$ cat src/rtl/vedic_mul_sched.sv
// Round-robin scheduler sharing one vedic32x32 multiplier between NREQ requesters.
// The multiplier path from op_a/op_b to rsp_data is a LAT-cycle multicycle path.

module vedic_nxn #(
    parameter int W = 32
) (
    input  logic [W-1:0]   a,
    input  logic [W-1:0]   b,
    output logic [2*W-1:0] p
);
    generate
        if (W == 2) begin : g_base
            logic t0, t1, t2, t3, c;
            assign t0   = a[0] & b[0];
            assign t1   = a[1] & b[0];
            assign t2   = a[0] & b[1];
            assign t3   = a[1] & b[1];
            assign c    = t1 & t2;
            assign p[0] = t0;
            assign p[1] = t1 ^ t2;
            assign p[2] = t3 ^ c;
            assign p[3] = t3 & c;
        end else begin : g_rec
            localparam int H = W / 2;
            logic [W-1:0] ll, lh, hl, hh;
            logic [W:0]   mid;
            vedic_nxn #(.W(H)) u_ll (.a(a[H-1:0]), .b(b[H-1:0]), .p(ll));
            vedic_nxn #(.W(H)) u_lh (.a(a[H-1:0]), .b(b[W-1:H]), .p(lh));
            vedic_nxn #(.W(H)) u_hl (.a(a[W-1:H]), .b(b[H-1:0]), .p(hl));
            vedic_nxn #(.W(H)) u_hh (.a(a[W-1:H]), .b(b[W-1:H]), .p(hh));
            // Urdhva combine: outer products concatenate, cross terms add at offset H
            assign mid = {1'b0, lh} + {1'b0, hl};
            assign p   = {hh, ll} + {{(H-1){1'b0}}, mid, {H{1'b0}}};
        end
    endgenerate
endmodule

module vedic32x32 (
    input  logic [31:0] a,
    input  logic [31:0] b,
    output logic [63:0] p
);
    vedic_nxn #(.W(32)) u_core (.a(a), .b(b), .p(p));
endmodule

// Handshakes: a transfer happens on a rising edge where valid and ready are both high;
// req_valid/req_a/req_b and rsp_valid/rsp_data/rsp_id are held stable until then.
module vedic_mul_sched #(
    parameter int NREQ = 4,
    parameter int IDW  = 2,
    parameter int LAT  = 2
) (
    input  logic                 clk,
    input  logic                 rst,
    input  logic [NREQ-1:0]      req_valid,
    output logic [NREQ-1:0]      req_ready,
    input  logic [NREQ*32-1:0]   req_a,
    input  logic [NREQ*32-1:0]   req_b,
    output logic                 rsp_valid,
    input  logic                 rsp_ready,
    output logic [63:0]          rsp_data,
    output logic [IDW-1:0]       rsp_id,
    output logic [31:0]          op_count,
    output logic                 busy,
    output logic [1:0]           dbg_state
);
    localparam int PTRW = (NREQ > 1) ? $clog2(NREQ) : 1;
    localparam logic [PTRW:0] NREQ_W = (PTRW+1)'(NREQ);

    typedef enum logic [1:0] {
        S_IDLE = 2'd0,
        S_BUSY = 2'd1,
        S_RESP = 2'd2
    } state_t;

    state_t          state, state_nx;
    logic [PTRW-1:0] ptr, id, gnt;
    logic            gnt_ok;
    logic [NREQ-1:0] rot;
    logic [PTRW:0]   sum;
    logic [3:0]      cnt;
    logic [31:0]     op_a, op_b;
    logic [63:0]     mul_p;

    vedic32x32 u_mul (.a(op_a), .b(op_b), .p(mul_p));

    assign dbg_state = state;

    // Rotate so ptr sits at bit 0; the lowest set bit is the offset of the grant.
    always_comb begin
        rot    = NREQ'({req_valid, req_valid} >> ptr);
        gnt_ok = 1'b0;
        gnt    = '0;
        sum    = '0;
        for (int i = NREQ - 1; i >= 0; i--) begin
            if (rot[i]) begin
                sum = {1'b0, ptr} + (PTRW+1)'(i);
                if (sum >= NREQ_W) sum = sum - NREQ_W;
                gnt_ok = 1'b1;
                gnt    = sum[PTRW-1:0];
            end
        end
    end

    always_comb begin
        state_nx  = state;
        req_ready = '0;
        case (state)
            S_IDLE: begin
                if (gnt_ok) begin
                    req_ready[gnt] = ~rst;
                    state_nx       = S_BUSY;
                end
            end
            S_BUSY: if (cnt == 4'd0) state_nx = S_RESP;
            S_RESP: if (rsp_ready) state_nx = S_IDLE;
            default: state_nx = S_IDLE;
        endcase
    end

    always_ff @(posedge clk) begin
        if (rst) begin
            state     <= S_IDLE;
            ptr       <= '0;
            id        <= '0;
            cnt       <= 4'd0;
            op_a      <= 32'd0;
            op_b      <= 32'd0;
            rsp_valid <= 1'b0;
            rsp_data  <= 64'd0;
            rsp_id    <= '0;
            op_count  <= 32'd0;
            busy      <= 1'b0;
        end else begin
            state <= state_nx;
            busy  <= (state_nx != S_IDLE);
            case (state)
                S_IDLE: begin
                    if (gnt_ok) begin
                        op_a <= req_a[32*gnt +: 32];
                        op_b <= req_b[32*gnt +: 32];
                        id   <= gnt;
                        cnt  <= 4'(LAT - 1);
                    end
                end
                S_BUSY: begin
                    // op_a/op_b have been stable for LAT cycles when cnt reaches 0
                    if (cnt == 4'd0) begin
                        rsp_data  <= mul_p;
                        rsp_id    <= IDW'(id);
                        rsp_valid <= 1'b1;
                    end else begin
                        cnt <= cnt - 4'd1;
                    end
                end
                S_RESP: begin
                    if (rsp_ready) begin
                        rsp_valid <= 1'b0;
                        ptr       <= (id == PTRW'(NREQ - 1)) ? '0 : id + 1'b1;
                        op_count  <= op_count + 32'd1;
                    end
                end
                default: ;
            endcase
        end
    end
endmodule
$ cat config.mk
export PLATFORM = sky130hd
export DESIGN_NAME = vedic_mul_sched
export DESIGN_NICKNAME = d
export VERILOG_FILES = /design/src/rtl/vedic_mul_sched.sv
export SDC_FILE = /design/constraint.sdc
export NUM_CORES = 2
export LEC_CHECK = 0
export CAP_MARGIN = 20
export CELL_PAD_IN_SITES_DETAIL_PLACEMENT = 1
export CELL_PAD_IN_SITES_GLOBAL_PLACEMENT = 2
export CORE_MARGIN = 8
export CORE_UTILIZATION = 39
export DETAILED_ROUTE_END_ITERATION = 8
export PLACE_DENSITY_LB_ADDON = 0.1
export SETUP_SLACK_MARGIN = 0.15
export SLEW_MARGIN = 0
export SYNTH_ARGS = -nofsm -noshare
export SYNTH_HDL_FRONTEND = slang
export SYNTH_HIERARCHICAL = 1
export SYNTH_SLANG_ARGS = --single-unit
$ cat constraint.sdc
create_clock -name clk -period 11.7 [get_ports clk]
set_input_delay 1.755 -clock clk [delete_from_list [all_inputs] [get_ports clk]]
set_output_delay 1.755 -clock clk [all_outputs]
set_load 0.05 [all_outputs]
# == Word-level counts from Yosys, hierarchy flattened ==
# Cells that the tools add are included.
# op_classes
add_sub_neg,180
magnitude_cmp,6
n_eq_ne,7
shift,3
n_mux,27
n_bitwise,2050
n_reduce_logical,11
# ops
op,n
$and 1x1->1,1536
$add 8x7->8,64
$xor 1x1->1,512
$add 4x4->5,64
$add 16x13->16,16
$shiftx 128x8->32,2
$add 8x8->9,16
$add 32x25->32,4
$add 16x16->17,4
$add 64x49->64,1
$add 32x32->33,1
$add 32x1->32 const B,1
$mux 2,12
$mux 4,4
$ge 3x3->1 const B,3
$ne 2x2->1 const B,4
$pmux 4 s2,1
$shr 8x2->4,1
$sub 2x1->2 const B,4
$mux 1,7
$add 2x2->3 const B,2
$pmux 2 s3,1
$reduce_and 2->1,3
$reduce_and 3->1,2
other kinds (16),19
# totals
regBits,174
input_bits,263
out_inout_bits,106
wordCells,2295

# == Longest topological paths before layout ==
# logic_depth
ltp_word,14
depth_mapped,52
ltp_nobuf,51

# == By module ==
# Netlist, hierarchy kept.
# modules_own_cells
mod,n_inst,cells_each,area_per_inst_um2,seq_area_each_um2
vedic_nxn (u_mul.u_core.g_rec.u_hh.g_rec.u_hh.g_rec.u_hh ...),64,34,311.5,0.0
vedic_nxn (u_mul.u_core.g_rec.u_hh.g_rec.u_hh.g_rec.u_hh.g_rec.u_hh ...),256,7,57.6,0.0
vedic_mul_sched,1,885,7910.1,3483.3
vedic_nxn (u_mul.u_core.g_rec.u_hh.g_rec.u_hl ...),6,95,762.0,0.0
vedic_nxn (u_mul.u_core.g_rec.u_hh.g_rec.u_hh ...),6,93,743.2,0.0
vedic_nxn (u_mul.u_core.g_rec.u_hh ...),2,256,1863.0,0.0
vedic_nxn (u_mul.u_core),1,478,3573.4,0.0
vedic_nxn (u_mul.u_core.g_rec.u_lh),1,254,1859.3,0.0
vedic_nxn (u_mul.u_core.g_rec.u_ll),1,224,1687.9,0.0
vedic_nxn (u_mul.u_core.g_rec.u_ll.g_rec.u_hh ...),2,91,738.2,0.0
vedic_nxn (u_mul.u_core.g_rec.u_ll.g_rec.u_ll),1,95,767.0,0.0
vedic_nxn (u_mul.u_core.g_rec.u_ll.g_rec.u_hl),1,97,743.2,0.0

# == Least setup slack after synthesis ==
# No wires, ideal clock.
# synth_timing
path_type,reg2reg
from,register op_a[17]
to,register rsp_data[53]
setup_ps,70
arrival_time_ps,9457
required_ps,11630
path_slack_ps,2173
stages_incl_launch_ff,48
n_path_buf,1
period_less_slack_ps,9527
path_cell_list,dfxtp_1 -> and2_1 -> ha_1 -> fa_1 -> inv_1 -> fa_1 -> inv_1 -> a21o_1 -> a21oi_1 -> xnor2_1 -> ha_1 -> or2_2 -> o31ai_1 -> a31oi_1 -> xor2_1 -> ha_1 -> a21oi_1 -> o21ai_0 -> [12 not listed] -> a21oi_2 -> xnor2_1 -> ha_1 -> a21o_1 -> a21o_1 -> a21oi_1 -> o211a_1 -> o21bai_1 -> a21oi_1 -> xnor2_1 -> ha_1 -> nand3_1 -> o41ai_4 -> o41ai_4 -> or3_1 -> xnor2_1 -> nand2_1 -> a21oi_1
# synth_lines
element,line_no,source
from (decl),82,"logic [31:0] op_a, op_b;"
from (signal assigned),140,op_a <= req_a[32*gnt +: 32];
$and 1x1->1,15,assign t1 = a[1] & b[0];
$xor 1x1->1,20,assign p[1] = t1 ^ t2;
net u_mul.u_core.g_rec.u_hl.g_rec.u_lh.g_rec.u_lh.g_rec.lh[1],25,"logic [W-1:0] ll, lh, hl, hh;"
$add 4x4->5,32,"assign mid = {1'b0, lh} + {1'b0, hl};"
$add 8x7->8,33,"assign p = {hh, ll} + {{(H-1){1'b0}}, mid, {H{1'b0}}};"
net u_mul.u_core.g_rec.u_hl.g_rec.u_lh.g_rec.lh[6],25,
$add 8x8->9,32,
$add 16x13->16,33,
net u_mul.u_core.g_rec.u_hl.g_rec.lh[12],25,
$add 16x16->17,32,
$add 32x25->32,33,
net u_mul.u_core.g_rec.hl[24],25,
$add 32x32->33,32,
$add 64x49->64,33,
net mul_p[53],83,logic [63:0] mul_p;
to (signal assigned),149,rsp_data <= mul_p;
to (decl),61,"output logic [63:0] rsp_data,"
# The timed path passes the listed nets, and every way through them passes these cells.
# A chain may end at the register's enable or synchronous reset.

# == Worst setup path after layout ==
# layout_timing
from,register op_b[28]
to,register rsp_data[56]
# layout_lines
element,line_no,source
from (decl),82,
from (signal assigned),141,op_b <= req_b[32*gnt +: 32];
$and 1x1->1,15,
$xor 1x1->1,20,
net u_mul.u_core.g_rec.u_lh.g_rec.u_lh.g_rec.u_lh.g_rec.hl[1],25,
$add 4x4->5,32,
$add 8x7->8,33,
net u_mul.u_core.g_rec.u_lh.g_rec.u_lh.g_rec.lh[4],25,
$add 8x8->9,32,
$add 16x13->16,33,
net u_mul.u_core.g_rec.u_lh.g_rec.lh[12],25,
$add 16x16->17,32,
$add 32x25->32,33,
net u_mul.u_core.g_rec.lh[25],25,
$add 32x32->33,32,
$add 64x49->64,33,
net mul_p[56],83,
# The timed path passes the listed nets, and every way through them passes these cells.

==> run_results.csv <==
group,metric,value,unit
sta,min_period,11.01,ns
place,numPortBuffers,368,
cells_and_area,final_cell_mix,"1,609 x ha_1, 1,038 x and2_1, 599 x xnor2_1, 580 x a21oi_1, 467 x inv_1",
power,power_density,149,nW/um2
setup_path,max_stage_delay,0.61,ns
sta,tns,0,ns
power,pwr-share-seq,0.082,
grt,grt.overflow.total,0,
cells_and_area,stdcell_count,10200,
setup_path,crit_top_cell,"ha_1",
logic_synthesis,postSynthCellCount,7823,
logic_synthesis,synth-seq-cells,174,
grt,grt_pass1_vias,59100,
worst_hold_path,hold_class,"flip-flop to flip-flop",
setup_path,required,12.17,ns
sta,final-hold-violation-count,0,
sta,setup_violations,0,
clocking,ctsHoldBuffers,0,
power,p_switching,0.00636,W
place,place.gp.congestion,0.870,
routing,drt-wirelength-per-cell,21.8,um
logic_synthesis,synth_edf_count,0,
sta,rsz0062_at_grt,"false",
grt,track_usage,0.238,
clocking,root_buffer,"clkbuf_16",
die,num_rows,150,
die,die_area,181000,um2
cells_and_area,fin_nets,10000,
setup_path,crit_slowest_cell,"dfxtp_1",
sta,fmax,90.8,MHz
grt,grt_max_degree,89,
sta,maxSlewHeadroom,0.254,
routing,wl,223000,um
sta,fin_skew,0.0254,ns
sta,period_share,0.941,
clocking,clockBufferDepth,2,
routing,drtIter0Drc,2201,
routing,drc_errors,0,
die,die_h,426,um
cells_and_area,fill_cells,20000,
place,placed_area,70500,um2
outcome,status,"finished, final reports clean",
clocking,tritoncts,"built",
die,start_util,0.392,
place,place_inst,10200,
power,p_leak,40.4,nW
power,power.internal,0.00425,W
power,switching_share,0.600,
logic_synthesis,synth_fp_nets,9867,
run,cap_viol_max_count,0,
logic_synthesis,synth-seq-area-share,0.0532,
cells_and_area,synthToLayoutAreaGrowth,8.96,%
logic_synthesis,syn_avg_cell_area,8.37,um2
logic_synthesis,synth_cell_types,99,
clocking,cts-htree-levels,4,
routing,routed_via_density,5.51,
routing,antenna_left,0,
setup_path,worstSetupStartpointType,"flip-flop",
cells_and_area,final_common_cell,"ha_1",
sta,slew_viol_final,0,
routing,firstDrtPassIters,5,
die,coreArea,167000,um2
logic_synthesis,syn_area,65400,um2
power,clkPwrFrac,0.063,
routing,vias,56400,
logic_synthesis,synth_flop_cell,"dfxtp_1",
clocking,clock_latency,0.57,ns
grt,antenna_found_initial,21,
sta,tightest_slew,1.11,ns
power,power,0.0106,W
die,fp.dieW,426,um
cells_and_area,fin_util,0.427,
die,num_io_pins,369,
logic_synthesis,async_reset_ff_frac,0,
setup_path,crit_arrival,11.48,ns
power,ir_drop,0.000170,V
clocking,cts_buffers,17,
setup_path,worst_setup_path_end_kind,"flip-flop",
clocking,clkTransAtPathRegs,0.08,ns
cells_and_area,postLayoutCellArea,71300,um2
grt,grt_pass1_wl,343000,um
clocking,clock_sinks,174,
setup_path,path_class,"flip-flop to flip-flop",
cells_and_area,drive_gt1_frac,0.0711,
logic_synthesis,yosysWarnings,6,
setup_path,critPathMaxFanout,9,
place,hpwl,188000,um
power,combPwrFrac,0.855,
## cells by family (layout without fill, tap and decap cells)
kind of cell	after synthesis	in the layout	synth area share
flip-flops	174	174	0.0532
XOR/XNOR	849	849	0.114
AND/OR/NAND/NOR	2119	2119	0.177
multiplexers	130	130	0.0199
buffers and inverters	801	990	0.0624
AO/OA/AOI/OAI	1969	1969	0.214
other	0	16	0
adder cells (fa/ha/maj)	1781	1781	0.360
## flip-flops by register name, indices dropped and copies added, names as in the netlist
name,count
rsp_data,64
op_a,32
op_b,32
op_count,32
cnt,4
dbg_state,2
id,2
ptr,2
rsp_id,2
busy,1
rsp_valid,1
## worst paths after layout
path	start	end	slack, ns	depth (start not counted)
worst min-delay path	rsp_data[7]	rsp_data[7]	0.46	2
worst max-delay path	op_b[28]	rsp_data[56]	0.69	45
worst max register to register	op_b[28]	rsp_data[56]	0.69	45
worst min register to register	rsp_data[7]	rsp_data[7]	0.46	2
## cells in the mapped netlist (12+ instances only)
library cell	instances	area, um2
dfxtp_1	174	3480
xor2_1	248	2170
a211oi_2	91	1140
nor2_2	13	81.3
a21o_2	85	744
nor2_1	249	935
and2_1	1039	6500
o221ai_1	69	604
and3_1	43	269
a21o_1	364	2730
o21ai_0	209	1050
o31ai_1	19	143
o21a_1	28	210
mux2i_1	130	1300
or2_2	12	75.1
ha_1	1611	20200
buf_4	257	1930
xnor2_1	601	5260
a31oi_1	24	150
o21ai_1	44	220
nand2b_1	35	219
o211ai_2	29	363
a21oi_1	581	2910
nand4_1	45	282
a21oi_2	73	639
nor2b_1	43	269
a211oi_1	59	443
o21ai_2	15	131
a41oi_2	16	260
buf_6	13	146
or3_1	22	138
nor3_1	59	295
clkbuf_1	52	195
nor4_1	15	93.8
inv_1	467	1750
o21bai_1	105	788
o211ai_1	52	390
nand3_1	70	350
fa_1	170	3400
nand2_1	420	1580
## metal layers
metal | global-route usage | vias up | routed length (um)
met5 | 0 | - | 0
met4 | 0.0479 | 0 | 4790
met3 | 0.0214 | 139 | 5750
met2 | 0.417 | 642 | 106000
met1 | 0.318 | 27700 | 106000
li1 | - | 27900 | -
## power by group through the flow
| stage | registers (W) | clock network [W] | logic (W) |
|---|---|---|---|
| 2_1_floorplan | 0.00110 | 0 | 0.00579 |
| 3_3_place_gp | 0.000878 | 0 | 0.00891 |
| 3_5_place_dp | 0.000882 | 0 | 0.00898 |
| 4_1_cts | 0.000869 | 0.000697 | 0.00906 |
| 5_1_grt | 0.000885 | 0.000714 | 0.00988 |
| 6_report | 0.000869 | 0.000668 | 0.00907 |
## critical path: cells and delay by family (launching register included)
family	cells	cell delay, ns
AND/OR/NAND/NOR	14	1.92
adder cells (fa/ha/maj)	9	3.52
buffers and inverters	1	0.07
XOR/XNOR	6	1.36
AO/OA/AOI/OAI	15	3.43
flip-flops	1	0.61
## metrics by stage
step	hold slack (ns)	setup slack, ns
2_1_floorplan	0.449	2.17
3_3_place_gp	0.443	0.586
3_5_place_dp	0.449	0.564
4_1_cts	0.460	0.451
5_1_grt	0.475	0.127
6_report	0.456	0.690
## final cells by class
cell class / count / area, um2 / area share
antenna: 16 / 40.0 / 0.000561
inverter: 467 / 1750 / 0.0246
clock buffer: 17 / 425 / 0.00597
timing repair buffer: 491 / 4690 / 0.0657
clock inverter: 15 / 208 / 0.00291
sequential: 174 / 3510 / 0.0492
tap: 2204 / 2760 / 0.0387
multi-input combinational: 6848 / 57900 / 0.812
## repair_timing
action                     CTS  global route
resized for setup            0            37
buffers inserted             0             4
hold endpoints to repair     0             0
setup endpoints to repair    0            16
Note: power is estimated with default switching activity, not from simulation.
